$ cat src/rtl/readout_receiver.sv
// Purpose: far end of the spectrogram readout link; deserializes RTC header + channel words.
// Latency: one cycle from the last bit of a field to the registered timestamp / word outputs.
// Backpressure: single output slot; a word completing while the slot is still full is dropped and flags overrun.
module readout_receiver #(
  parameter int RTC_WIDTH  = 30,
  parameter int DATA_WIDTH = 16,
  parameter int MAX_WORDS  = 200
) (
  input  logic                  clk,
  input  logic                  reset,
  input  logic                  serial_readout,
  input  logic                  selection_bit,
  input  logic                  bit_valid,
  input  logic                  sdata,
  output logic [RTC_WIDTH-1:0]  rtc_out,
  output logic                  rtc_valid,
  output logic [DATA_WIDTH-1:0] data_out,
  output logic                  data_valid,
  input  logic                  data_ready,
  output logic [7:0]            word_count,
  output logic                  frame_done,
  output logic                  frame_error,
  output logic                  overrun
);

  // The shift register holds one bit fewer than the widest field: the
  // incoming bit completes the field combinationally on its last cycle.
  localparam int SH_W  = (RTC_WIDTH > DATA_WIDTH) ? RTC_WIDTH : DATA_WIDTH;
  localparam int CNT_W = $clog2(SH_W + 1);

  localparam logic [CNT_W-1:0] RTC_LAST  = CNT_W'(RTC_WIDTH - 1);
  localparam logic [CNT_W-1:0] DATA_LAST = CNT_W'(DATA_WIDTH - 1);
  localparam logic [CNT_W-1:0] CNT_ONE   = CNT_W'(1);
  localparam logic [7:0]       WC_MAX    = 8'(MAX_WORDS);

  typedef enum logic [1:0] {
    ST_IDLE    = 2'd0,
    ST_HEADER  = 2'd1,
    ST_DATA    = 2'd2,
    ST_DISCARD = 2'd3
  } state_t;

  state_t                r_state;
  logic [CNT_W-1:0]      r_bit_cnt;
  logic [SH_W-2:0]       r_shift;
  logic [RTC_WIDTH-1:0]  r_rtc;
  logic                  r_rtc_valid;
  logic [DATA_WIDTH-1:0] r_data;
  logic                  r_data_valid;
  logic [7:0]            r_word_count;
  logic                  r_frame_done;
  logic                  r_frame_error;
  logic                  r_overrun;

  state_t                w_state_nxt;
  logic [CNT_W-1:0]      w_bit_cnt_nxt;
  logic [CNT_W-1:0]      w_hdr_base;
  logic [RTC_WIDTH-1:0]  w_rtc_nxt;
  logic                  w_rtc_valid_nxt;
  logic [DATA_WIDTH-1:0] w_data_nxt;
  logic                  w_data_valid_nxt;
  logic [7:0]            w_word_count_nxt;
  logic                  w_frame_done_nxt;
  logic                  w_frame_error_nxt;
  logic                  w_overrun_nxt;
  logic                  w_accept;
  logic [SH_W-1:0]       w_shift_in;

  // Payload bits are taken only inside the envelope and never while discarding.
  assign w_accept   = serial_readout & bit_valid & (r_state != ST_DISCARD);
  assign w_shift_in = {r_shift, sdata};

  // Next-state and next-output decode; every target defaults to hold / idle first.
  always_comb begin
    w_state_nxt       = r_state;
    w_bit_cnt_nxt     = r_bit_cnt;
    w_hdr_base        = r_bit_cnt;
    w_rtc_nxt         = r_rtc;
    w_rtc_valid_nxt   = 1'b0;
    w_data_nxt        = r_data;
    w_data_valid_nxt  = r_data_valid & ~data_ready;
    w_word_count_nxt  = r_word_count;
    w_frame_done_nxt  = 1'b0;
    w_frame_error_nxt = r_frame_error;
    w_overrun_nxt     = r_overrun;

    unique case (r_state)
      // IDLE and HEADER share the header-bit handling: the envelope's first
      // cycle may already carry header bit 1, counted from a cleared base.
      ST_IDLE, ST_HEADER: begin
        if ((r_state == ST_HEADER) && !serial_readout) begin
          w_state_nxt       = ST_IDLE;
          w_frame_done_nxt  = 1'b1;
          w_frame_error_nxt = 1'b1;
        end else if (serial_readout) begin
          if (r_state == ST_IDLE) begin
            w_state_nxt       = ST_HEADER;
            w_hdr_base        = '0;
            w_bit_cnt_nxt     = '0;
            w_word_count_nxt  = 8'd0;
            w_frame_error_nxt = 1'b0;
            w_overrun_nxt     = 1'b0;
          end
          if (bit_valid) begin
            if (selection_bit) begin
              w_frame_error_nxt = 1'b1;
              w_state_nxt       = ST_DISCARD;
            end else if (w_hdr_base == RTC_LAST) begin
              w_rtc_nxt       = w_shift_in[RTC_WIDTH-1:0];
              w_rtc_valid_nxt = 1'b1;
              w_bit_cnt_nxt   = '0;
              w_state_nxt     = ST_DATA;
            end else begin
              w_bit_cnt_nxt = w_hdr_base + CNT_ONE;
            end
          end
        end
      end

      ST_DATA: begin
        if (!serial_readout) begin
          w_state_nxt      = ST_IDLE;
          w_frame_done_nxt = 1'b1;
          if (r_bit_cnt != '0) begin
            w_frame_error_nxt = 1'b1;
          end
        end else if (bit_valid) begin
          if (!selection_bit) begin
            w_frame_error_nxt = 1'b1;
            w_state_nxt       = ST_DISCARD;
          end else if (r_bit_cnt == DATA_LAST) begin
            w_bit_cnt_nxt = '0;
            if (r_word_count == WC_MAX) begin
              w_frame_error_nxt = 1'b1;
              w_state_nxt       = ST_DISCARD;
            end else begin
              w_word_count_nxt = r_word_count + 8'd1;
              // The slot frees this cycle if empty or being handshaken.
              if (!r_data_valid || data_ready) begin
                w_data_nxt       = w_shift_in[DATA_WIDTH-1:0];
                w_data_valid_nxt = 1'b1;
              end else begin
                w_overrun_nxt = 1'b1;
              end
            end
          end else begin
            w_bit_cnt_nxt = r_bit_cnt + CNT_ONE;
          end
        end
      end

      ST_DISCARD: begin
        if (!serial_readout) begin
          w_state_nxt      = ST_IDLE;
          w_frame_done_nxt = 1'b1;
        end
      end

      default: begin
        w_state_nxt = ST_IDLE;
      end
    endcase
  end

  // State register.
  always_ff @(posedge clk) begin
    if (reset) begin
      r_state <= ST_IDLE;
    end else begin
      r_state <= w_state_nxt;
    end
  end

  // Datapath, counters and registered outputs.
  always_ff @(posedge clk) begin
    if (reset) begin
      r_bit_cnt     <= '0;
      r_shift       <= '0;
      r_rtc         <= '0;
      r_rtc_valid   <= 1'b0;
      r_data        <= '0;
      r_data_valid  <= 1'b0;
      r_word_count  <= 8'd0;
      r_frame_done  <= 1'b0;
      r_frame_error <= 1'b0;
      r_overrun     <= 1'b0;
    end else begin
      r_bit_cnt     <= w_bit_cnt_nxt;
      if (w_accept) begin
        r_shift <= w_shift_in[SH_W-2:0];
      end
      r_rtc         <= w_rtc_nxt;
      r_rtc_valid   <= w_rtc_valid_nxt;
      r_data        <= w_data_nxt;
      r_data_valid  <= w_data_valid_nxt;
      r_word_count  <= w_word_count_nxt;
      r_frame_done  <= w_frame_done_nxt;
      r_frame_error <= w_frame_error_nxt;
      r_overrun     <= w_overrun_nxt;
    end
  end

  assign rtc_out     = r_rtc;
  assign rtc_valid   = r_rtc_valid;
  assign data_out    = r_data;
  assign data_valid  = r_data_valid;
  assign word_count  = r_word_count;
  assign frame_done  = r_frame_done;
  assign frame_error = r_frame_error;
  assign overrun     = r_overrun;

endmodule

$ cat config.mk
export PLATFORM = sky130hd
export DESIGN_NAME = readout_receiver
export DESIGN_NICKNAME = d
export VERILOG_FILES = /design/src/rtl/readout_receiver.sv
export SDC_FILE = /design/constraint.sdc
export NUM_CORES = 1
export LEC_CHECK = 0
export ABC_CLOCK_PERIOD_IN_PS = 2000
export CORE_MARGIN = 1.5
export CORE_UTILIZATION = 48
export DETAILED_ROUTE_END_ITERATION = 7
export PLACE_DENSITY = 0.81
export SETUP_SLACK_MARGIN = 0.02
export SLEW_MARGIN = 20
export SYNTH_ARGS = -nofsm -noshare
export SYNTH_HDL_FRONTEND = slang
export SYNTH_SLANG_ARGS = --single-unit
$ cat constraint.sdc
create_clock -name clk -period 2 [get_ports clk]
set_input_delay 0.4 -clock clk [delete_from_list [all_inputs] [get_ports clk]]
set_output_delay 0.4 -clock clk [all_outputs]
set_load 0.01 [all_outputs]
==> results.ini <==
[clock_network]
cts_tree = yes
ctsHoldBuffers = 0
htree_num_levels = 3
cts_buffer_depth = 2
worstSkewPairLatency_ps = 360
clkSlewWorstSetupHoldPaths_ps = 100
cts_buffers = 9
clock_sinks = 95
clockRootBuffer = clkbuf_8

[drt]
wire_per_inst_um = 14.7
postRouteWirelength_mm = 10.1
detail_route.first_pass.iterations = 4
antenna_left = 0
drt-initial-drc-count = 400
dr_total_vias = 3748
drc_errors = 0
vias_per_cell = 5.44

[setup_path]
start_kind = flop
cp_data_arrival_time_ps = 2240
path_class = flop to flop
end_kind = flop
required_ps = 2300
crit_fanout = 5

[timing]
drv_slew = 0
tightest_slew_ps = 395
fin_worst_skew_ps = 9.23
rsz0062_at_grt = yes
timing.final.setup_violations = 0
timing.fmax_mhz = 516
finalCritPeriodShare = 0.969
maxSlewHeadroom = 0.735
finalCriticalPeriod_ps = 1940
holdWs_ps = 422
hold_violations = 0

[power_and_ir_drop]
p_leak_nw = 1.82
vdd_drop_max_mv = 0.560
p_per_area_nw_per_um2 = 660

[synth]
yosys_warnings = 0
syn_avg_cell_area_um2 = 8.07
synthCells = 497
synth_cell_types = 55
netlist_area_um2 = 4010
synth_ff_type = dfxtp_1
synth_edf_count = 0
synth_nets = 510
ys_ff_latch = 95
ys_seq_area_frac = 0.474
synthArstFlopShare = 0

[die]
io_pins = 66
die-area_um2 = 8910
initial_core_util = 0.493
die_h_um = 94.4
fp.dieW_um = 94.4
rows = 33
core_area_um2 = 8130

[hold_path]
hold_path_class = primary input to flop

[outcome]
status = complete, no violations

[global_route]
grt_start_max_net_pins = 35
grt_pass1_wl_mm = 16.9
grt_pass1_vias = 3635
grt_usage = 0.238
antenna_found_initial = 0
overflow = 0

[job]
max-cap-violations = 0

[finish]
layout-drive-gt1-share = 0.146
diodes = 0
final_util = 0.653
syn_to_final_growth_pct = 32.5
nets = 592
fillers = 690

[place]
gp_congestion = 0.897
place.detailed.hpwl_mm = 6.95
io_buffers = 65

cells by family (layout without fill, tap and decap cells):
group / count (synthesis) / in the layout / share of synthesized area
AOI/OAI and AO/OA: 113 / 113 / 0.165
muxes: 18 / 18 / 0.0449
adders and majority gates: 6 / 6 / 0.0187
buffers and inverters: 47 / 134 / 0.0508
and+or+nand+nor: 218 / 218 / 0.247
DFF: 95 / 95 / 0.474
synthesized netlist by cell type (all sizes together) (3+ instances only):
cell     instances  area (um^2)
nand2          160          601
dfxtp           95         1900
a21oi           73          365
clkbuf          27          101
mux2i           18          180
o21ai           11         55.1
buf             10         65.1
inv              9         33.8
nor2             9         33.8
nand3            7         35.0
ha               6         75.1
nor3             6         41.3
nand3b           5         37.5
nand4            5         31.3
or3              5         32.5
a21o             3         23.8
nand2b           3         18.8
nand4b           3         41.3
nor2b            3         18.8
o2111ai          3         26.3
o41ai            3         26.3
state kept, by name (all words and copies together), names as in the netlist:
register and count:
data_valid 1, r_shift 29, overrun 1, data_out 16, word_count 8, rtc_out 30, frame_done 1, r_state 2
frame_error 1, rtc_valid 1, r_bit_cnt 5
worst max-delay path, cell delays in order (launching register included):
cell,delay [ps]
dfxtp_2,330
inv_1,70
ha_4,170
and4bb_4,210
a2111o_1,440
or4_4,540
a21oi_2,120
stage by stage:
step | worst slack (ps) | total power, mW | cells | setup TNS [ps] | cell area (um^2)
floorplan | 24.5 | 2.08 | 497 | 0 | 4020
global placement | -264 | 2.18 | 670 | -3370 | 5010
detailed placement | -292 | 2.18 | 670 | -4190 | 5010
CTS | 20.3 | 3.53 | 687 | 0 | 5240
global route | -8.27 | 3.64 | 689 | -8.27 | 5310
finish | 61.3 | 3.51 | 689 | 0 | 5310
final cells by class:
class                   count  area (um^2)  share of cell area
multi-input cells         355         1970               0.371
repair buffers            108         1050               0.197
flip-flops and latches     95         1910               0.359
clock buffers               9          124              0.0233
clock inverters             7         97.6              0.0184
inverters                  10         37.5             0.00706
well taps                 105          131              0.0247
power by group:
part	switching [mW]	internal, mW
logic	0.142	0.0939
clock network	0.742	0.619
registers	0.00937	1.90
total	0.894	2.61
per-layer routing:
layer	vias to the layer above	GRT usage	wire (um)
li1	1851	-	-
met1	1789	0.304	4550
met4	0	0.0771	119
met3	12	0.0475	488
met5	-	0	0
met2	96	0.402	4960
layout by cell type, fill, tap and decap left out, drive strengths merged, types with 4 or more instances in the layout:
cell,n
buf,44
nor2,9
nand3b,5
dfxtp,95
a21oi,73
mux2i,18
ha,6
clkbuf,9
clkinv,4
nand2,160
inv,12
o21ai,11
or3,5
clkdlybuf4s50,64
nand3,7
nor3,6
nand4,5
path summary, 6_finish.rpt:
check | start | endpoint | slack, ps | depth (start not counted)
setup / recovery | word_count[1] | word_count[5] | 60 | 6
hold / removal | reset | r_bit_cnt[0] | 420 | 2
hold reg to reg | r_shift[28] | rtc_out[29] | 460 | 2
setup reg to reg | word_count[1] | word_count[5] | 60 | 6
repair_timing:
item,CTS,global route
endpoints found under the setup margin,34,39
gates resized for setup,3,13
gates cloned,0,0
buffers inserted,1,2
pin swaps,5,6
Power figures use the tool's default switching activity.
